==> config.mk <==
export PLATFORM = sky130hd
export DESIGN_NAME = learn_sequencer
export DESIGN_NICKNAME = d
export VERILOG_FILES = /design/src/rtl/learn_sequencer_pkg.sv /design/src/rtl/learn_sequencer_key_debounce.sv /design/src/rtl/learn_sequencer.sv
export SDC_FILE = /design/constraint.sdc
export NUM_CORES = 1
export LEC_CHECK = 0
export ABC_AREA = 1
export ABC_CLOCK_PERIOD_IN_PS = 10500
export CAP_MARGIN = 20
export CELL_PAD_IN_SITES_DETAIL_PLACEMENT = 1
export CELL_PAD_IN_SITES_GLOBAL_PLACEMENT = 1
export CORE_MARGIN = 4
export CORE_UTILIZATION = 45
export DETAILED_ROUTE_END_ITERATION = 10
export PLACE_DENSITY = 0.83
export SKIP_CTS_REPAIR_TIMING = 1
export SLEW_MARGIN = 20
export SYNTH_ARGS = -nofsm -noshare
export SYNTH_HDL_FRONTEND = slang
export SYNTH_HIERARCHICAL = 1
export SYNTH_SLANG_ARGS = --single-unit
export TNS_END_PERCENT = 10
==> constraint.sdc <==
create_clock -name CLOCK_50 -period 10.5 [get_ports CLOCK_50]
set_input_delay 1.575 -clock CLOCK_50 [delete_from_list [all_inputs] [get_ports CLOCK_50]]
set_output_delay 1.575 -clock CLOCK_50 [all_outputs]
set_load 0.05 [all_outputs]
==> src/rtl/learn_sequencer_pkg.sv <==
// Shared definitions for the 20-tap online bit predictor: sizes, FSM state
// encodings, led field positions and small arithmetic helpers.
package learn_sequencer_pkg;

    localparam int N     = 20;   // history length / weight count
    localparam int W     = 10;   // weight width, signed Q4.5
    localparam int ACC_W = 15;   // dot-product accumulator width (|sum| <= 10240)
    localparam int SQ_W  = 23;   // sum-of-squares width
    localparam int IDX_W = 5;    // tap index width

    localparam logic [IDX_W-1:0] IDX_LAST = 5'd19;

    // led field positions
    localparam int LED_PRED     = 7;
    localparam int LED_READY    = 6;
    localparam int LED_HITS_MSB = 5;
    localparam int LED_HITS_LSB = 0;

    // Saturation bounds expressed at the width of the update sum
    localparam logic signed [2*W:0] SUM_MAX = 21'sd511;
    localparam logic signed [2*W:0] SUM_MIN = -21'sd512;

    typedef enum logic [2:0] {
        ST_PRED  = 3'd0,
        ST_DONE  = 3'd1,
        ST_WAIT  = 3'd2,
        ST_UPD   = 3'd3,
        ST_NORM  = 3'd4,
        ST_SCALE = 3'd5,
        ST_SHIFT = 3'd6
    } state_t;

    // Bipolar map: bit 0 -> +1, bit 1 -> -1
    function automatic logic signed [W-1:0] s_of(input logic b);
        if (b) begin
            return -10'sd1;
        end else begin
            return 10'sd1;
        end
    endfunction

    // Clamp a widened update sum back into the weight range [-512, 511]
    function automatic logic signed [W-1:0] sat_w(input logic signed [2*W:0] v);
        if (v > SUM_MAX) begin
            return 10'sd511;
        end else if (v < SUM_MIN) begin
            return -10'sd512;
        end else begin
            return v[W-1:0];
        end
    endfunction

endpackage

==> src/rtl/learn_sequencer_key_debounce.sv <==
// Key debouncer: 2-FF synchroniser, DEBOUNCE_CYC-cycle stability counter and
// a one-cycle pulse on an accepted high->low (press) transition.
// The debounced level resets to "pressed" (0), so a key held through reset
// produces no event until it is released and pressed again; a released key
// simply debounces up to 1 after reset without producing an event.
module learn_sequencer_key_debounce
    import learn_sequencer_pkg::*;
#(
    parameter int DEBOUNCE_CYC = 500000
) (
    input  logic clk,
    input  logic reset,
    input  logic key_raw,
    output logic press_pulse
);

    localparam int CNT_W = $clog2(DEBOUNCE_CYC + 1);
    localparam logic [CNT_W-1:0] CNT_LAST = CNT_W'(DEBOUNCE_CYC - 1);

    logic [1:0]       sync_r;
    logic             stable_r;
    logic [CNT_W-1:0] cnt_r;
    logic             pulse_r;

    // Synchronise, count consecutive differing samples, accept and pulse on press
    always_ff @(posedge clk) begin
        if (reset) begin
            sync_r   <= 2'b00;
            stable_r <= 1'b0;
            cnt_r    <= {CNT_W{1'b0}};
            pulse_r  <= 1'b0;
        end else begin
            sync_r  <= {sync_r[0], key_raw};
            pulse_r <= 1'b0;
            if (sync_r[1] != stable_r) begin
                if (cnt_r == CNT_LAST) begin
                    stable_r <= sync_r[1];
                    cnt_r    <= {CNT_W{1'b0}};
                    pulse_r  <= ~sync_r[1];
                end else begin
                    cnt_r <= cnt_r + CNT_W'(1);
                end
            end else begin
                cnt_r <= {CNT_W{1'b0}};
            end
        end
    end

    assign press_pulse = pulse_r;

endmodule

==> src/rtl/learn_sequencer.sv <==
// Online bit predictor sequencer: serial dot product of weights against the
// bipolar history, signed weight update on a miss, optional gamma
// renormalisation, then history shift. led = {pred_bit, ready, hits[5:0]}.
// Optional feature macro: GAMMA_NORM_EN (adds the NORM/SCALE states).
module learn_sequencer
    import learn_sequencer_pkg::*;
#(
    parameter int ETA          = 32,      // update step in raw LSBs, must fit in W signed bits
    parameter int DEBOUNCE_CYC = 500000,
    parameter int NORM_LIMIT   = 20000
) (
    input  logic       CLOCK_50,
    input  logic       reset,
    input  logic       k1,
    input  logic       k2,
    output logic [7:0] led
);

    localparam logic signed [W-1:0] ETA_S = $signed(ETA[W-1:0]);

    state_t                   state_r;
    state_t                   state_nxt;
    logic [IDX_W-1:0]         idx_r;
    logic signed [W-1:0]      w_r [N];
    logic [N-1:0]             hist_r;
    logic signed [ACC_W-1:0]  acc_r;
    logic                     pred_bit_r;
    logic                     ready_r;
    logic [5:0]               hits_r;
    logic                     in_bit_r;

    logic                     k1_ev_s;
    logic                     k2_ev_s;
    logic                     one_ev_s;
    logic                     idx_last_s;
    logic [IDX_W-1:0]         idx_step_s;
    logic signed [W-1:0]      w_cur_s;
    logic signed [W-1:0]      mul_a_s;
    logic signed [W-1:0]      mul_b_s;
    logic signed [2*W-1:0]    prod_s;
    logic signed [ACC_W-1:0]  acc_nxt_s;
    logic signed [2*W:0]      upd_sum_s;
    logic signed [W-1:0]      w_upd_s;

`ifdef GAMMA_NORM_EN
    localparam logic [SQ_W-1:0] NORM_LIM_S = NORM_LIMIT[SQ_W-1:0];
    logic [SQ_W-1:0]          sumsq_r;
    logic [SQ_W-1:0]          sumsq_nxt_s;
    logic                     norm_over_s;
`endif

    learn_sequencer_key_debounce #(.DEBOUNCE_CYC(DEBOUNCE_CYC)) u_db_k1 (
        .clk         (CLOCK_50),
        .reset       (reset),
        .key_raw     (k1),
        .press_pulse (k1_ev_s)
    );

    learn_sequencer_key_debounce #(.DEBOUNCE_CYC(DEBOUNCE_CYC)) u_db_k2 (
        .clk         (CLOCK_50),
        .reset       (reset),
        .key_raw     (k2),
        .press_pulse (k2_ev_s)
    );

    // Simultaneous k1/k2 events cancel each other; k1 means input bit 1
    assign one_ev_s   = k1_ev_s ^ k2_ev_s;
    assign idx_last_s = (idx_r == IDX_LAST);
    assign idx_step_s = idx_last_s ? {IDX_W{1'b0}} : idx_r + 5'd1;
    assign w_cur_s    = w_r[idx_r];

    // The single shared W x W multiplier
    assign prod_s     = mul_a_s * mul_b_s;
    assign acc_nxt_s  = acc_r + $signed(prod_s[ACC_W-1:0]);
    assign upd_sum_s  = $signed({{(W+1){w_cur_s[W-1]}}, w_cur_s}) + $signed({prod_s[2*W-1], prod_s});
    assign w_upd_s    = sat_w(upd_sum_s);

`ifdef GAMMA_NORM_EN
    assign sumsq_nxt_s = sumsq_r + {{(SQ_W-2*W){1'b0}}, prod_s};
    assign norm_over_s = (sumsq_nxt_s > NORM_LIM_S);
`endif

    // FSM state register
    always_ff @(posedge CLOCK_50) begin
        if (reset) begin
            state_r <= ST_PRED;
        end else begin
            state_r <= state_nxt;
        end
    end

    // FSM next-state logic
    always_comb begin
        state_nxt = state_r;
        case (state_r)
            ST_PRED: begin
                if (idx_last_s) begin
                    state_nxt = ST_DONE;
                end else begin
                    state_nxt = ST_PRED;
                end
            end
            ST_DONE: begin
                state_nxt = ST_WAIT;
            end
            ST_WAIT: begin
                if (one_ev_s) begin
                    if (k1_ev_s == pred_bit_r) begin
                        state_nxt = ST_SHIFT;
                    end else begin
                        state_nxt = ST_UPD;
                    end
                end else begin
                    state_nxt = ST_WAIT;
                end
            end
            ST_UPD: begin
                if (idx_last_s) begin
`ifdef GAMMA_NORM_EN
                    state_nxt = ST_NORM;
`else
                    state_nxt = ST_SHIFT;
`endif
                end else begin
                    state_nxt = ST_UPD;
                end
            end
`ifdef GAMMA_NORM_EN
            ST_NORM: begin
                if (idx_last_s) begin
                    if (norm_over_s) begin
                        state_nxt = ST_SCALE;
                    end else begin
                        state_nxt = ST_SHIFT;
                    end
                end else begin
                    state_nxt = ST_NORM;
                end
            end
            ST_SCALE: begin
                if (idx_last_s) begin
                    state_nxt = ST_SHIFT;
                end else begin
                    state_nxt = ST_SCALE;
                end
            end
`endif
            ST_SHIFT: begin
                state_nxt = ST_PRED;
            end
            default: begin
                state_nxt = ST_PRED;
            end
        endcase
    end

    // FSM outputs: multiplier operand selection per serial state
    always_comb begin
        mul_a_s = w_cur_s;
        mul_b_s = s_of(hist_r[idx_r]);
        case (state_r)
            ST_PRED: begin
                mul_a_s = w_cur_s;
                mul_b_s = s_of(hist_r[idx_r]);
            end
            ST_UPD: begin
                // s*t is +1 when history bit and input bit agree
                mul_a_s = ETA_S;
                mul_b_s = s_of(hist_r[idx_r] ^ in_bit_r);
            end
`ifdef GAMMA_NORM_EN
            ST_NORM: begin
                mul_a_s = w_cur_s;
                mul_b_s = w_cur_s;
            end
`endif
            default: begin
                mul_a_s = w_cur_s;
                mul_b_s = s_of(hist_r[idx_r]);
            end
        endcase
    end

    // Datapath: accumulator, weights, history, score and status flags
    always_ff @(posedge CLOCK_50) begin
        if (reset) begin
            idx_r      <= {IDX_W{1'b0}};
            hist_r     <= {N{1'b0}};
            acc_r      <= {ACC_W{1'b0}};
            pred_bit_r <= 1'b0;
            ready_r    <= 1'b0;
            hits_r     <= 6'd0;
            in_bit_r   <= 1'b0;
            for (int i = 0; i < N; i++) begin
                w_r[i] <= {W{1'b0}};
            end
`ifdef GAMMA_NORM_EN
            sumsq_r    <= {SQ_W{1'b0}};
`endif
        end else begin
            case (state_r)
                ST_PRED: begin
                    acc_r <= acc_nxt_s;
                    idx_r <= idx_step_s;
                end
                ST_DONE: begin
                    pred_bit_r <= acc_r[ACC_W-1];
                    ready_r    <= 1'b1;
                end
                ST_WAIT: begin
                    if (one_ev_s) begin
                        ready_r  <= 1'b0;
                        in_bit_r <= k1_ev_s;
                        if ((k1_ev_s == pred_bit_r) && (hits_r != 6'd63)) begin
                            hits_r <= hits_r + 6'd1;
                        end
                    end
                end
                ST_UPD: begin
                    w_r[idx_r] <= w_upd_s;
                    idx_r      <= idx_step_s;
`ifdef GAMMA_NORM_EN
                    sumsq_r    <= {SQ_W{1'b0}};
`endif
                end
`ifdef GAMMA_NORM_EN
                ST_NORM: begin
                    sumsq_r <= sumsq_nxt_s;
                    idx_r   <= idx_step_s;
                end
                ST_SCALE: begin
                    w_r[idx_r] <= w_cur_s >>> 1;
                    idx_r      <= idx_step_s;
                end
`endif
                ST_SHIFT: begin
                    hist_r <= {hist_r[N-2:0], in_bit_r};
                    acc_r  <= {ACC_W{1'b0}};
                    idx_r  <= {IDX_W{1'b0}};
                end
                default: begin
                    idx_r <= {IDX_W{1'b0}};
                end
            endcase
        end
    end

    assign led[LED_PRED]                  = pred_bit_r;
    assign led[LED_READY]                 = ready_r;
    assign led[LED_HITS_MSB:LED_HITS_LSB] = hits_r;

endmodule

## Word-level counts from Yosys, hierarchy flattened

Memory sizes are Yosys's and may differ from the RTL's. A register that Yosys moved wholly into a read port is not among the register bits.
Cells that the tools add are included.

| cells by class | value |
|---|---|
| add/subtract/negate cells | 6 |
| $mul | 1 |
| $lt $le $gt $ge | 3 |
| eq/ne operators | 12 |
| mux-type cells | 28 |
| bitwise gates (word level) | 8 |
| reduce and logical (&&, ||, !) cells | 16 |

Operators with widths:

| operator | count |
|---|---|
| 2-to-1 mux 10 bit | 7 |
| adder 19 x 1 -> 19 bit (second input constant) | 2 |
| equality test 19 bit (second input constant) | 2 |
| case mux 15 bit (2 select lines) | 1 |
| adder 10 x 20 -> 21 bit | 1 |
| greater-than comparator 21 x 10 -> 1 bit (second input constant) | 1 |
| < comparator 21 x 10 -> 1 bit (second input constant) | 1 |
| multiplier 10 x 10 -> 20 bit | 1 |
| 2-to-1 mux 5 bit | 4 |
| adder 15 bit | 1 |
| case mux 3 bit (4 select lines) | 1 |
| OR reduction 3 bit | 4 |
| case mux 5 bit (2 select lines) | 1 |
| OR reduction 10 bit | 1 |
| 2-to-1 mux 1 bit | 9 |
| 2-to-1 mux 3 bit | 3 |
| AND reduction 2 bit | 4 |
| adder 6 x 1 -> 6 bit (second input constant) | 1 |
| equality test 3 x 2 -> 1 bit (second input constant) | 2 |
| < comparator 5 x 6 -> 1 bit (second input constant) | 1 |
| inequality test 6 bit (second input constant) | 1 |
| NOT 1 bit | 6 |
| adder 5 x 1 -> 5 bit (second input constant) | 1 |
| binary-select mux 1 bit (select 5 bit) | 1 |
| 13 further kinds | 17 |

| storage, ports and cells | value |
|---|---|
| flip-flop bits (word level) | 98 |
| bits in writable memories | 200 |
| input port bits | 4 |
| logic and storage cells | 91 |
| memories kept | 1 |

Memory list:

| name | words | width | rd ports | clocked after Yosys merged registers in | wr ports | line | text |
|---|---|---|---|---|---|---|---|
| w_r | 20 | 10 | 1 | 1 | 20 | learn_sequencer.sv:24 | `logic signed [W-1:0] w_r [N];` |

## Longest topological paths before layout

| logic depth | value |
|---|---|
| word-level depth | 11 |
| gate-level depth with buffers | 56 |
| gate-level depth less buffers | 52 |

## Hierarchy

The synthesis kept the hierarchy.

By module, submodules not included:

| module | instances | cells each | area an instance (µm²) | seq. area each (µm²) |
|---|---|---|---|---|
| learn_sequencer | 1 | 2243 | 22213.8 | 10750.3 |
| learn_sequencer_key_debounce (u_db_k1) | 1 | 171 | 1153.6 | 460.4 |
| learn_sequencer_key_debounce (u_db_k2) | 1 | 156 | 1104.8 | 460.4 |

## Least setup slack after synthesis

Ideal clock, no wire load.

| timing | value |
|---|---|
| kind | reg-to-reg |
| from | register with a tool-made name |
| to | memory w_r[20][0] (data pin) |
| library setup time | 0.303 ns |
| data arrival time | 8.214 ns |
| required time | 10.197 ns |
| setup slack | 1.983 ns |
| stages on the path, launching flop included | 44 |
| path buffers | 7 |
| clock period less this slack | 8.517 ns |
| cell sequence | dfxtp_1 buf_6 buf_4 buf_4 buf_2 buf_2 buf_2 nor2_1 o221ai_1 nand3_1 a32oi_1 nand2_1 nor2_1 inv_1 fa_1 fa_1 inv_1 ha_1 [... 8 more ...] nand2_1 nand2_1 a21oi_1 a31oi_1 o21ai_0 xor2_1 inv_1 ha_1 a21oi_1 o21ai_0 a21oi_1 nand2_1 xor2_2 inv_1 nand2_8 nand2_4 buf_6 nand2_1 |

RTL lines:

| element | line |
|---|---|
| end: declaration | learn_sequencer.sv:24 |

==> flow_metrics.env <==
export IMPL_final_min_clock_period_ns=9.87
export IMPL_worst_path_max_delay_cell="dfxtp_4"
export IMPL_area_delta_synth_final_pct=8.73
export IMPL_setup_viol=0
export IMPL_antenna_found_initial=1
export IMPL_core_um2=53800
export IMPL_synth_seq_area_share_pct=47.7
export IMPL_synth_area_um2=24500
export IMPL_place_hpwl_um=50400
export IMPL_skew_ns=0.0311
export IMPL_drc_errors=0
export IMPL_num_io_pins=12
export IMPL_die_area_um2=58200
export IMPL_max_stage_delay_ns=0.61
export IMPL_antenna_left=0
export IMPL_grtUsageTotal_pct=25.2
export IMPL_first_iter_violations=1716
export IMPL_cts_buffer_depth=3
export IMPL_cts_max_level=2
export IMPL_max_freq_mhz=101
export IMPL_io_buffers=11
export IMPL_routedWlPerCell_um=22.9
export IMPL_min_from="u_db_k2/sync_r[0]$_SDFF_PP0_"
export IMPL_cts_buffers=46
export IMPL_synth_top_flop_cell="edfxtp_1"
export IMPL_grt_pass1_wl_um=115000
export IMPL_synthCells=2570
export IMPL_crit_path_start_kind="flip-flop"
export IMPL_synth_warnings=6
export IMPL_critPathRequiredTime_ns=10.82
export IMPL_fill_cells=6081
export IMPL_die_w_um=241
export IMPL_slew_viol_final=0
export IMPL_hold_end="u_db_k2/sync_r[1]$_SDFF_PP0_"
export IMPL_wl_met1_um=30100
export IMPL_gr_total_overflow=0
export IMPL_cts_tree="yes"
export IMPL_final_layout_size_suffix_gt1_share_pct=14.2
export IMPL_firstDrtPassIters=7
export IMPL_r2r_end="w_r[7][2]$_SDFFCE_PN0P_"
export IMPL_root_buffer="clkbuf_16"
export IMPL_diodes=0
export IMPL_cp_data_arrival_time_ns=10.18
export IMPL_reg2reg_slack_ns=0.63
export IMPL_synth_seq_cells=423
export IMPL_final_cell_mix="nand2_1 (334), nor2_1 (325), edfxtp_1 (320)"
export IMPL_cts_clk_slew_worst_paths_ns=0.06
export IMPL_initial_core_util_pct=45.5
export IMPL_grt_max_degree=118
export IMPL_worst_setup_path_type="reg2reg"
export IMPL_worstHoldPathCells=2
export IMPL_crit_family="simple AND/OR/NAND/NOR gates"
export IMPL_synth_cell_types=54
export IMPL_holdCritPathClass="reg2reg"
export IMPL_syn_avg_cell_area_um2=9.52
export IMPL_synth_edff_count=320
export IMPL_r2r_cells=45
export IMPL_die_y_um=241
export IMPL_tns_ns=0
export IMPL_critPathMaxFanout=59
export IMPL_crit_top_cell="nand2_1"
export IMPL_slew_limit_headroom_pct=24.6
export IMPL_layout_nets=2700
export IMPL_grt_pass1_vias=20700
export IMPL_viasPerCell=5.94
export IMPL_clk_latency_ns=0.60
export IMPL_met3_length_um=5330
export IMPL_final_common_cell="nand2_1"
export IMPL_finalWeightedCongestion=0.895
export IMPL_finalHoldViolCount=0
export IMPL_tightest_slew_ns=1.13
export IMPL_rsz0062_at_grt="false"
export IMPL_cp_end_kind="flip-flop"
export IMPL_highest_layer="met4"
export IMPL_drv_cap=0
export IMPL_num_rows=85
export IMPL_hold_ws_ns=0.427
export IMPL_path_buf_inv=6
export IMPL_vias=19400
export IMPL_async_flop_share_pct=0
export IMPL_cts_sinks=423
export IMPL_syn_nets=2728
export IMPL_run_status="complete, no violations"
export IMPL_post_route_period_util_pct=94.0
export IMPL_drt_total_wl_um=74800
export IMPL_route_met2_wl_um=36800
## worst min-delay path, delay by kind of cell, from the launching register on
family | cells | cell delay, ns
and+or+nand+nor | 1 | 0.04
buffers and inverters | 1 | 0.05
DFF | 1 | 0.30
## cells in the mapped netlist, drive strengths merged (4+ instances only)
master / number / area share, %
nand2: 360 / 6.0
nor2: 342 / 5.5
edfxtp: 320 / 39
a21oi: 309 / 9.0
inv: 289 / 4.5
o21ai: 233 / 4.8
nand3: 109 / 2.4
dfxtp: 103 / 8.4
ha: 86 / 4.4
buf: 79 / 2.7
fa: 68 / 5.6
clkbuf: 67 / 1.0
o221ai: 56 / 2.0
xor2: 32 / 1.2
nor3: 18 / 0.39
o22ai: 18 / 0.46
xnor2: 17 / 0.61
nand4: 11 / 0.28
a31oi: 9 / 0.23
or2: 9 / 0.23
a32oi: 5 / 0.18
o21a: 4 / 0.12
## per-stage QoR
step	area (um2)	std cells	utilization, %	setup slack, ns
after floorplan	24500	2570	-	1.98
after global placement	25100	3185	46.6	0.743
after detailed placement	25100	3185	46.6	0.218
after CTS	26400	3266	49.1	0.173
after global routing	26600	3271	49.4	0.0657
final	26600	3271	49.4	0.634
## per-layer routing
metal,track usage (%),up-vias
li1,-,8695
met1,33.0,9776
met2,43.1,781
met3,3.89,169
met4,8.75,0
met5,0,-
## sequential cells by signal (all words and copies together) (netlist names), 2 cells and up, named ones only
name            count
state_r             3
acc_r              15
u_db_k2/cnt_r      19
hits_r              6
w_r               320
idx_r               5
hist_r             20
u_db_k1/cnt_r      19
u_db_k2/sync_r      2
u_db_k1/sync_r      2
## worst max-delay path by stage
stage	end	slack, ns	cells after the start	startpoint
6_report	w_r[7][2]$_SDFFCE_PN0P_	0.63	45	flip-flop
5_1_grt	w_r[7][0]$_SDFFCE_PN0P_	0.07	42	flip-flop
4_1_cts	w_r[25][0]$_DFFE_PP_	0.17	46	flip-flop
3_5_place_dp	w_r[24][6]$_DFFE_PP_	0.22	46	flip-flop
3_3_place_gp	w_r[4][0]$_SDFFCE_PN0P_	0.74	47	idx_r[1]$_SDFFE_PP0N_
2_1_floorplan	w_r[20][0]$_DFFE_PP_	1.98	43	flip-flop
## layout make-up
class | count | area (um2) | area share (%)
Tap cell | 696 | 871 | 3.27
Clock buffer | 59 | 1220 | 4.58
Multi-Input combinational cell | 1713 | 10900 | 40.9
Timing Repair Buffer | 69 | 711 | 2.67
Sequential cell | 423 | 11700 | 43.9
Inverter | 289 | 1110 | 4.17
Clock inverter | 22 | 131 | 0.494
## cells by family after synthesis
family	after synthesis	share of synthesized area (%)
and+or+nand+nor	859	15.0
buffers and inverters	435	8.20
AOI/OAI and AO/OA	650	17.3
xor gates and xnor gates	49	1.81
DFF	423	47.7
adders and majority gates	154	9.96
Power is not shown: default switching activity piles up to over one toggle a cycle in this logic, so the estimate is an artifact.
